<file path="config.mk">
export PLATFORM = sky130hd
export DESIGN_NAME = func_call_responder_flat
export DESIGN_NICKNAME = d
export VERILOG_FILES = /design/src/rtl/func_call_responder_pkg.sv /design/src/rtl/func_call_responder_if.sv /design/src/rtl/func_call_responder_popcount.sv /design/src/rtl/func_call_responder.sv /design/src/flat_wrapper.sv
export SDC_FILE = /design/constraint.sdc
export NUM_CORES = 1
export LEC_CHECK = 0
export CORE_ASPECT_RATIO = 1.1
export CORE_MARGIN = 2
export CORE_UTILIZATION = 47
export DETAILED_ROUTE_END_ITERATION = 12
export DONT_BUFFER_PORTS = 1
export SLEW_MARGIN = 20
export SYNTH_ARGS = -nofsm -noshare
export SYNTH_HDL_FRONTEND = slang
export SYNTH_SLANG_ARGS = --single-unit
</file>
<file path="constraint.sdc">
create_clock -name clk -period 2.06 [get_ports clk]
set_input_delay 0.412 -clock clk [delete_from_list [all_inputs] [get_ports clk]]
set_output_delay 0.412 -clock clk [all_outputs]
set_load 0.03 [all_outputs]
</file>
<file path="src/rtl/func_call_responder_pkg.sv">
// ---------------------------------------------------------------------------
// func_call_pkg
//
// Shared definitions for the function-call responder:
//   FUNC_W           width of the function selector
//   FN_IDENT/FN_INV/FN_INC/FN_POPCNT  function selector encodings
//   state_e          responder FSM state encoding (IDLE/EXEC/RESP)
// ---------------------------------------------------------------------------
package func_call_pkg;

    localparam int FUNC_W = 2;

    localparam logic [FUNC_W-1:0] FN_IDENT  = 2'd0;
    localparam logic [FUNC_W-1:0] FN_INV    = 2'd1;
    localparam logic [FUNC_W-1:0] FN_INC    = 2'd2;
    localparam logic [FUNC_W-1:0] FN_POPCNT = 2'd3;

    // IDLE is the all-zero encoding so a reset state register lands in IDLE.
    typedef enum logic [1:0] {
        IDLE = 2'd0,
        EXEC = 2'd1,
        RESP = 2'd2
    } state_e;

endpackage : func_call_pkg

</file>
<file path="src/rtl/func_call_responder_if.sv">
// ---------------------------------------------------------------------------
// func_call_responder_if
//
// Request/response channel between a caller and the responder.
//   req_valid/req_ready   request handshake (caller -> responder)
//   req_func              function selector
//   req_tag               caller tag, echoed back on resp_tag
//   req_arg               argument
//   resp_valid/resp_ready response handshake (responder -> caller)
//   resp_tag/resp_data    tag and result of the call being answered
//
// Modports: master = caller side, slave = responder side.
// ---------------------------------------------------------------------------
interface func_call_responder_if #(
    parameter int DATA_W = 8,
    parameter int TAG_W  = 4
);

    logic                                 req_valid;
    logic                                 req_ready;
    logic [func_call_pkg::FUNC_W-1:0]     req_func;
    logic [TAG_W-1:0]                     req_tag;
    logic [DATA_W-1:0]                    req_arg;
    logic                                 resp_valid;
    logic                                 resp_ready;
    logic [TAG_W-1:0]                     resp_tag;
    logic [DATA_W-1:0]                    resp_data;

    modport master (
        output req_valid,
        output req_func,
        output req_tag,
        output req_arg,
        output resp_ready,
        input  req_ready,
        input  resp_valid,
        input  resp_tag,
        input  resp_data
    );

    modport slave (
        input  req_valid,
        input  req_func,
        input  req_tag,
        input  req_arg,
        input  resp_ready,
        output req_ready,
        output resp_valid,
        output resp_tag,
        output resp_data
    );

endinterface : func_call_responder_if

</file>
<file path="src/rtl/func_call_responder_popcount.sv">
// ---------------------------------------------------------------------------
// func_popcount_seq
//
// Serial population count, one argument bit per clock.
//   clk      clock, rising edge
//   rst_n    asynchronous active-low reset
//   start_i  load arg_i and begin counting (one-cycle pulse)
//   arg_i    value whose 1 bits are counted
//   done_o   high for exactly the cycle that processes the last bit
//   count_o  final bit count, valid while done_o is high
//
// After start_i the block runs for DATA_W cycles. count_o already includes
// the bit being processed in the current cycle, so the caller can latch the
// final sum on the same edge that retires the last bit.
// ---------------------------------------------------------------------------
module func_popcount_seq #(
    parameter int DATA_W = 8
) (
    input  logic              clk,
    input  logic              rst_n,
    input  logic              start_i,
    input  logic [DATA_W-1:0] arg_i,
    output logic              done_o,
    output logic [DATA_W-1:0] count_o
);

    localparam int CNT_W = (DATA_W > 1) ? $clog2(DATA_W) : 1;

    logic [DATA_W-1:0] shift_q, shift_d;
    logic [CNT_W-1:0]  cnt_q,   cnt_d;
    logic [DATA_W-1:0] acc_q,   acc_d;
    logic              busy_q,  busy_d;

    // Accumulator plus the bit currently at the bottom of the shift register.
    logic [DATA_W-1:0] sum_next;

    assign sum_next = acc_q + {{(DATA_W-1){1'b0}}, shift_q[0]};

    // Next-state logic: load on start, otherwise retire one bit per cycle
    // while busy; busy drops after the cycle where the counter reaches 0.
    always_comb begin
        shift_d = shift_q;
        cnt_d   = cnt_q;
        acc_d   = acc_q;
        busy_d  = busy_q;
        if (start_i) begin
            shift_d = arg_i;
            cnt_d   = CNT_W'(DATA_W - 1);
            acc_d   = '0;
            busy_d  = 1'b1;
        end else if (busy_q) begin
            acc_d   = sum_next;
            shift_d = shift_q >> 1;
            cnt_d   = cnt_q - CNT_W'(1);
            if (cnt_q == '0) begin
                busy_d = 1'b0;
            end
        end
    end

    always_ff @(posedge clk or negedge rst_n) begin
        if (!rst_n) begin
            shift_q <= '0;
            cnt_q   <= '0;
            acc_q   <= '0;
            busy_q  <= 1'b0;
        end else begin
            shift_q <= shift_d;
            cnt_q   <= cnt_d;
            acc_q   <= acc_d;
            busy_q  <= busy_d;
        end
    end

    assign done_o  = busy_q && (cnt_q == '0);
    assign count_o = sum_next;

endmodule : func_popcount_seq

</file>
<file path="src/rtl/func_call_responder.sv">
// ---------------------------------------------------------------------------
// func_call_responder
//
// Callee side of the function-call interface. Accepts one call at a time,
// evaluates the selected function and returns the result with the caller's
// tag over a valid/ready response channel.
//   clk           clock, rising edge
//   rst_n         asynchronous active-low reset
//   bus           func_call_responder_if slave modport (request/response)
//   call_count_o  number of completed calls (response handshakes), wraps
//
// FN_IDENT/FN_INV/FN_INC are evaluated on the accepting edge and the block
// goes straight to RESP. FN_POPCNT is handed to func_popcount_seq and the
// block waits in EXEC for DATA_W cycles.
// ---------------------------------------------------------------------------
module func_call_responder
    import func_call_pkg::*;
#(
    parameter int DATA_W = 8,
    parameter int TAG_W  = 4
) (
    input  logic                  clk,
    input  logic                  rst_n,
    func_call_responder_if.slave  bus,
    output logic [15:0]           call_count_o
);

    state_e            state_q, state_d;
    logic              ready_q, ready_d;
    logic              valid_q, valid_d;
    logic [TAG_W-1:0]  tag_q,   tag_d;
    logic [DATA_W-1:0] data_q,  data_d;
    logic [15:0]       count_q, count_d;

    logic              accept;
    logic              pc_start;
    logic              pc_done;
    logic [DATA_W-1:0] pc_count;

    // Result of the functions that complete in a single cycle.
    function automatic logic [DATA_W-1:0] single_result(
        input logic [FUNC_W-1:0] func,
        input logic [DATA_W-1:0] arg
    );
        logic [DATA_W-1:0] res;
        res = arg;
        case (func)
            FN_INV:  res = ~arg;
            FN_INC:  res = arg + DATA_W'(1);
            default: res = arg;
        endcase
        return res;
    endfunction

    func_popcount_seq #(
        .DATA_W (DATA_W)
    ) u_popcount (
        .clk     (clk),
        .rst_n   (rst_n),
        .start_i (pc_start),
        .arg_i   (bus.req_arg),
        .done_o  (pc_done),
        .count_o (pc_count)
    );

    // ready_q is itself registered, so it stays low for the first cycle
    // after reset and acceptance never depends combinationally on anything
    // but the registered handshake state.
    assign accept = (state_q == IDLE) && ready_q && bus.req_valid;

    // FSM next state, captured tag/result, and completed-call counter.
    // ready/valid are registered copies of the next state so the outputs
    // come straight from flops.
    always_comb begin
        state_d  = state_q;
        tag_d    = tag_q;
        data_d   = data_q;
        count_d  = count_q;
        pc_start = 1'b0;
        case (state_q)
            IDLE: begin
                if (accept) begin
                    tag_d = bus.req_tag;
                    if (bus.req_func == FN_POPCNT) begin
                        pc_start = 1'b1;
                        state_d  = EXEC;
                    end else begin
                        data_d  = single_result(bus.req_func, bus.req_arg);
                        state_d = RESP;
                    end
                end
            end
            EXEC: begin
                if (pc_done) begin
                    data_d  = pc_count;
                    state_d = RESP;
                end
            end
            RESP: begin
                if (bus.resp_ready) begin
                    count_d = count_q + 16'd1;
                    state_d = IDLE;
                end
            end
            default: begin
                state_d = IDLE;
            end
        endcase
        ready_d = (state_d == IDLE);
        valid_d = (state_d == RESP);
    end

    always_ff @(posedge clk or negedge rst_n) begin
        if (!rst_n) begin
            state_q <= IDLE;
            ready_q <= 1'b0;
            valid_q <= 1'b0;
            tag_q   <= '0;
            data_q  <= '0;
            count_q <= '0;
        end else begin
            state_q <= state_d;
            ready_q <= ready_d;
            valid_q <= valid_d;
            tag_q   <= tag_d;
            data_q  <= data_d;
            count_q <= count_d;
        end
    end

    assign bus.req_ready  = ready_q;
    assign bus.resp_valid = valid_q;
    assign bus.resp_tag   = tag_q;
    assign bus.resp_data  = data_q;
    assign call_count_o   = count_q;

endmodule : func_call_responder
</file>
<file path="src/flat_wrapper.sv">
// flat-port wrapper written by rule: the top's interface ports become plain ports
module func_call_responder_flat import func_call_pkg::*;
#(
    parameter int DATA_W = 8,
    parameter int TAG_W  = 4
)
  (clk, rst_n, call_count_o, bus_req_valid, bus_req_func, bus_req_tag, bus_req_arg, bus_resp_ready, bus_req_ready, bus_resp_valid, bus_resp_tag, bus_resp_data);
  func_call_responder_if #(.DATA_W(DATA_W), .TAG_W(TAG_W)) bus_i ();
  input  logic clk;
  input  logic rst_n;
  output logic [15:0] call_count_o;
  input wire logic [$bits(bus_i.req_valid)-1:0] bus_req_valid;
  input wire logic [$bits(bus_i.req_func)-1:0] bus_req_func;
  input wire logic [$bits(bus_i.req_tag)-1:0] bus_req_tag;
  input wire logic [$bits(bus_i.req_arg)-1:0] bus_req_arg;
  input wire logic [$bits(bus_i.resp_ready)-1:0] bus_resp_ready;
  output wire logic [$bits(bus_i.req_ready)-1:0] bus_req_ready;
  output wire logic [$bits(bus_i.resp_valid)-1:0] bus_resp_valid;
  output wire logic [$bits(bus_i.resp_tag)-1:0] bus_resp_tag;
  output wire logic [$bits(bus_i.resp_data)-1:0] bus_resp_data;
  assign bus_i.req_valid = bus_req_valid;
  assign bus_i.req_func = bus_req_func;
  assign bus_i.req_tag = bus_req_tag;
  assign bus_i.req_arg = bus_req_arg;
  assign bus_i.resp_ready = bus_resp_ready;
  assign bus_req_ready = bus_i.req_ready;
  assign bus_resp_valid = bus_i.resp_valid;
  assign bus_resp_tag = bus_i.resp_tag;
  assign bus_resp_data = bus_i.resp_data;
  func_call_responder #(.DATA_W(DATA_W), .TAG_W(TAG_W)) u_core (.clk(clk), .rst_n(rst_n), .bus(bus_i), .call_count_o(call_count_o));
endmodule
</file>
After elaboration in Yosys (flattened, before gate mapping)

Cells that the tools add are included.

Input bits: 18
Word-level logic and storage cells: 57
Output and inout bits: 30
Register bits: 52

Mux-type cells: 22
Equal/unequal tests: 9
Reductions and logical operators: 11
Bitwise logic cells: 1
Add/subtract/negate cells: 4

Operators by type and width:

| cell                                             | number |
|---|---|
| two-way mux 8 bit                                | 7 |
| one-hot mux 8 bit (2 select lines)               | 2 |
| adder 16 x 1 -> 16 bit, second input constant    | 1 |
| adder 8 x 1 -> 8 bit                             | 1 |
| adder 8 x 1 -> 8 bit, second input constant      | 1 |
| == test 2 bit, second input constant             | 4 |
| two-way mux 2 bit                                | 4 |
| inverter 8 bit                                   | 1 |
| two-way mux 1 bit                                | 6 |
| two-way mux 3 bit                                | 2 |
| one-hot mux 2 bit (3 select lines)               | 1 |
| == test 2 x 1 -> 1 bit, second input constant    | 2 |
| zero test 2 bit                                  | 2 |
| != test 2 x 1 -> 1 bit, second input constant    | 2 |
| AND reduction 2 bit                              | 2 |
| AND reduction 4 bit                              | 1 |
| nonzero test 2 bit                               | 2 |
| logical AND 1 bit                                | 3 |
| zero test 3 bit                                  | 1 |
| subtractor 3 x 1 -> 3 bit, second input constant | 1 |
| != test 2 bit, second input constant             | 1 |

Depth between registers and ports, before layout

Depth after elaboration: 6
Mapped depth: 8
Depth with buffers taken out: 6

Modules after synthesis

Synthesis repeated with hierarchy kept, for this count alone.

Cells, all modules: 283
Area total of the unflattened synthesis: 2897.8 µm²

By module, submodules not included:

| module              | sequential area each (µm²) | area an instance (µm²) | instances | cells each |
|---|---|---|---|---|
| func_call_responder | 800.8                      | 1838.0                 | 1         | 174 |
| func_popcount_seq   | 500.5                      | 1059.8                 | 1         | 109 |

Least setup slack after synthesis

No wires, ideal clock.

Path type: input -> register
Start: input bus_req_func[0]
End: register u_core.data_q[2], in the netlist u_core.bus.resp_data[2]
Cell stages on the path: 7
Data arrival time: 1557 ps
Path slack: 408 ps
Data required time: 1965 ps
Cells stage by stage: inv_1 -> ha_1 -> buf_2 -> clkbuf_1 -> o21ai_0 -> o311a_1 -> o31ai_1

Cells in the longest elaborated chain, start to end: 5
Elaborated cells on any way between the ends: 9
Classes of those cells: eq/ne (4); mux (4); reduce/logical (1)

Ends and longest elaborated chain:

| element                                                 | RTL line                   | text |
|---|---|---|
| start: declaration                                      | flat_wrapper.sv:13         | `input wire logic [$bits(bus_i.req_func)-1:0] bus_req_func;` |
| == test 2 bit or == test 2 x 1 -> 1 bit (tied branches) | func_call_responder.sv:47  | `case (func)` |
| one-hot mux 8 bit (2 select lines)                      | func_call_responder.sv:47  |  |
| two-way mux 8 bit                                       | func_call_responder.sv:84  | `if (bus.req_func == FN_POPCNT) begin` |
| two-way mux 8 bit                                       | func_call_responder.sv:82  | `if (accept) begin` |
| one-hot mux 8 bit (2 select lines)                      | func_call_responder.sv:80  | `case (state_q)` |
| end signal: assignment                                  | func_call_responder.sv:126 | `data_q <= data_d;` |
| end: declaration                                        | func_call_responder.sv:32  | `logic [DATA_W-1:0] data_q, data_d;` |

Parallel ways exist; a longest one is shown, timed or not. The select of a mux whose other input is x is not followed.
A chain may end at the register's enable or synchronous reset.

Worst setup path in the final report

Start: register u_core.state_q[1]
End: register u_core.data_q[5], in the netlist u_core.bus.resp_data[5]

Cells in the longest elaborated chain, start to end: 5
Elaborated cells on any way between the ends: 10
Classes of those cells: eq/ne (4); mux (1); reduce/logical (5)

Ends and longest elaborated chain:

| element                          | RTL line                                             | text |
|---|---|---|
| start: declaration               | func_call_responder.sv:28                            | `state_e state_q, state_d;` |
| start signal: assignment         | func_call_responder.sv:122                           | `state_q <= state_d;` |
| zero test 2 bit                  | func_call_responder.sv:69, func_call_responder.sv:80 |  |
| logical AND 1 bit (2 in a row)   | func_call_responder.sv:69                            | `assign accept = (state_q == IDLE) && ready_q && bus.req_valid;` |
| != test 2 x 1 -> 1 bit (no line) | --                                                   |  |
| AND reduction 4 bit (no line)    | --                                                   |  |

Parallel ways exist; a longest one is shown, timed or not.

==> results by group <==
Worst setup path
  – WP data required: 2.24 ns
  – Maximum fanout along the worst path: 10
  – Crit path DAT: 1.95 ns
  – Worst setup EP type: flop
  – CP Class: flop to flop
  – Critical Path Start Type: flop
  – FF-to-FF setup slack: 0.29 ns
  – Reg2Reg Depth: 5

Global routing
  – Total grt overflow: 0
  – M3 GR Usage: 4.95%
  – GR Util met2: 29.5%
  – Grt peak-use layer: met2
  – First-pass GRT wire length: 9560 µm
  – Initial antenna violation count: 0
  – GRT Util Overall: 18.0%
  – Met1 usage: 23.2%
  – Number of global-route vias before repair: 1966
  – Largest net degree at the start of global routing: 53

STA
  – Slew headroom: 65.1%
  – Setup ws final: 0.286 ns
  – Final Max Tran Viols: 0
  – Worst Clk Skew: 0.00933 ns
  – Fin crit period: 1.77 ns
  – Fmax: approximately 0.56 GHz
  – Worst Max-Slew Pin Slew: between 0.5 and 0.6 ns
  – Crit share post-route: 86.1%
  – Setup tns final: 0 ns
  – Setup repair after global routing missed its margin: false
  – Final setup viols: 0
  – Final hold vios: 0

Hold path
  – Worst min path class: input port to flop
  – Hold Crit Depth: 2

Floorplan
  – Row count: 29
  – Core Region: 0.00581 mm²
  – Die width: 78.3 µm
  – I/O pin count: 48
  – Die area: 0.00672 mm²
  – Initial core utilization: 49.2%
  – Die height: between 80 and 90 µm

Synth
  – Count of cell types in the netlist: 55
  – Synthesized netlist cell count: approximately 290
  – Share of the yosys chip area belonging to registers: 45.5%
  – Mapped cell area: 0.00286 mm²
  – FFs w/ async S/R, synth: 100%
  – Post-synth EDFFs: 0
  – Yosys warning count: 0
  – Most used DFF post-synth: dfrtp_1
  – Synthesized area per cell: 10.0 µm²
  – Syn Nets: roughly 310
  – Yosys reg bits: 52

Clocking
  – TritonCTS clock tree: built
  – CTS Buffer Depth: 2
  – Post-CTS Resized: 0
  – Worst-path clk slew: 0.09 ns
  – Cts bufs inserted: 5
  – Worst skew pair latency: 0.30 ns
  – TritonCTS Sinks: 52
  – Clock Tree Root: clkbuf_8
  – H-Tree Depth: 2

Placement
  – Final estimated routing congestion in global placement: 0.792
  – Post-DP HPWL: 4120 µm
  – Worst slack at placement: 0.281 ns
  – I/O Buffers: 0

Power and ir drop
  – VDD IR max: around 0.75 mV
  – Pwr/cell area: around 1200 mW/mm²
  – LEAKAGE: 1.44 nW

Drt
  – Vias per inst: 5.55
  – 1st-iter DRT viols: 91
  – Antenna Nets Post-Route: 0
  – Initial DRT Pass Iterations: 4
  – Avg WL per Cell: 15.6 µm
  – Residual DRC: 0
  – Final wirelength: 5750 µm
  – Vias: 2049

Finish
  – Share of layout cells above drive strength 1: 13.0%
  – ANT cells: 0
  – Final #Nets: 318
  – Area growth, synth to finish: 7.79%

Flow run
  – Max cap viols: 0

Status
  – Status: finished clean
[kinds of logic after synthesis]
family | share of synthesized area, %
simple gates | 21.6
mux | 5.12
fa+ha+maj | 3.94
compound gates | 11.4
flops | 45.5
buf+inv | 4.07
xor+xnor | 8.27
[final timing paths]
kind	start	end
setup / recovery	u_core.state_q[1]$_DFF_PN0_	u_core.bus.resp_data[5]$_DFFE_PN0P_
hold / removal	bus_req_arg[7]	u_core.u_popcount.shift_q[7]$_DFFE_PN0P_
setup reg to reg	u_core.state_q[1]$_DFF_PN0_	u_core.bus.resp_data[5]$_DFFE_PN0P_
hold reg to reg	u_core.u_popcount.cnt_q[1]$_DFFE_PN0P_	u_core.u_popcount.cnt_q[1]$_DFFE_PN0P_
max in group asynchronous	rst_n	u_core.bus.resp_tag[3]$_DFFE_PN0P_
min in group asynchronous	rst_n	u_core.u_popcount.cnt_q[2]$_DFFE_PN0P_
[cell usage in the layout (no fill, tap or decap), types with 2 or more instances in the layout]
cell and count:
a21o_1 2, a21oi_1 5, a221oi_1 2, a22oi_1 2
a41oi_1 3, and3_1 6, buf_4 9, clkbuf_8 6
dfrtp_1 52, ha_1 9, inv_1 10, mux2_2 5
mux2i_1 9, nand2_1 40, nand2b_1 3, nand3_1 15
nand4_1 6, nor2_1 16, nor2b_1 2, nor3_1 3
nor3b_1 4, nor4_1 2, nor4_2 3, o21ai_0 17
o22ai_1 3, o31ai_1 2, xnor2_1 16, xor2_1 11
[per-stage QoR]
stage               utilization [%]  area (µm²)  hold WS [ns]  std cells  power (mW)
floorplan                         -        2860         0.116        285        2.84
global placement               50.8        2950         0.118        359        3.08
detailed placement             50.8        2950         0.118        359        3.11
CTS                            53.1        3080         0.202        369        3.75
global route                   53.1        3080         0.216        369        3.95
finish                         53.1        3080         0.211        369        3.69
[Yosys cell counts, drive strengths merged (2+ instances only)]
library cell | n | share of area (%)
nor2b | 2 | 0.44
xnor2 | 16 | 4.9
nor2 | 16 | 2.1
o31ai | 2 | 0.53
ha | 9 | 3.9
o21ai | 18 | 3.2
nand3b | 2 | 0.96
nand2b | 3 | 0.66
inv | 10 | 1.3
clkbuf | 2 | 0.26
a221oi | 2 | 0.61
nor4 | 5 | 1.8
mux2i | 9 | 3.2
nor3b | 4 | 1.1
nand2 | 41 | 5.6
buf | 10 | 2.5
nand4 | 6 | 1.3
dfrtp | 52 | 46
or2 | 2 | 0.44
mux2 | 5 | 2.0
nand3 | 15 | 2.6
a22oi | 3 | 1.3
a21o | 3 | 0.83
or2b | 2 | 0.66
a41oi | 3 | 0.92
and2 | 2 | 0.53
xor2 | 11 | 3.4
nor3 | 4 | 0.88
and3 | 6 | 1.3
a21oi | 5 | 0.88
o22ai | 3 | 0.66
[worst max-delay path: stages (launching register included)]
cell,delay [ns]
dfrtp_1,0.52
nor4bb_2,0.30
buf_4,0.24
nand2_4,0.11
nor4_2,0.36
o22ai_1,0.13
[state kept, by name (all words and copies together) (netlist names)]
name / cells
u_core.u_popcount.busy_q: 1
u_core.u_popcount.cnt_q: 3
u_core.state_q: 2
u_core.bus.resp_tag: 4
u_core.bus.req_ready: 1
u_core.call_count_o: 16
u_core.bus.resp_data: 8
u_core.u_popcount.shift_q: 8
u_core.u_popcount.acc_q: 8
u_core.bus.resp_valid: 1
[what timing repair did]
action	CTS	global route
hold endpoints to repair	52	0
setup buffers	0	0
hold buffers	2	0
[cell type report]
type                            count  area (µm²)
Clock inverter                      1        7.51
Multi-Input combinational cell    211        1450
Clock buffer                        7        86.3
Fill cell                         546        2730
Tap cell                           77        96.3
Inverter                           10        37.5
Timing Repair Buffer               11         105
Sequential cell                    52        1300
[metal layers]
| layer | vias up | wire length, µm |
|---|---|---|
| met3 | 9 | 306 |
| met2 | 50 | 2730 |
| met1 | 975 | 2620 |
| li1 | 1015 | - |
| met4 | 0 | 92 |
| met5 | - | 0 |
[power breakdown]
| part | total (mW) | leakage (nW) | switching, mW | internal (mW) |
|---|---|---|---|---|
| Combinational | 1.18 | 0.725 | 0.621 | 0.556 |
| Clock | 0.594 | 0.0445 | 0.321 | 0.273 |
| Sequential | 1.92 | 0.666 | 0.574 | 1.35 |
(Power assumes the default switching activity.)
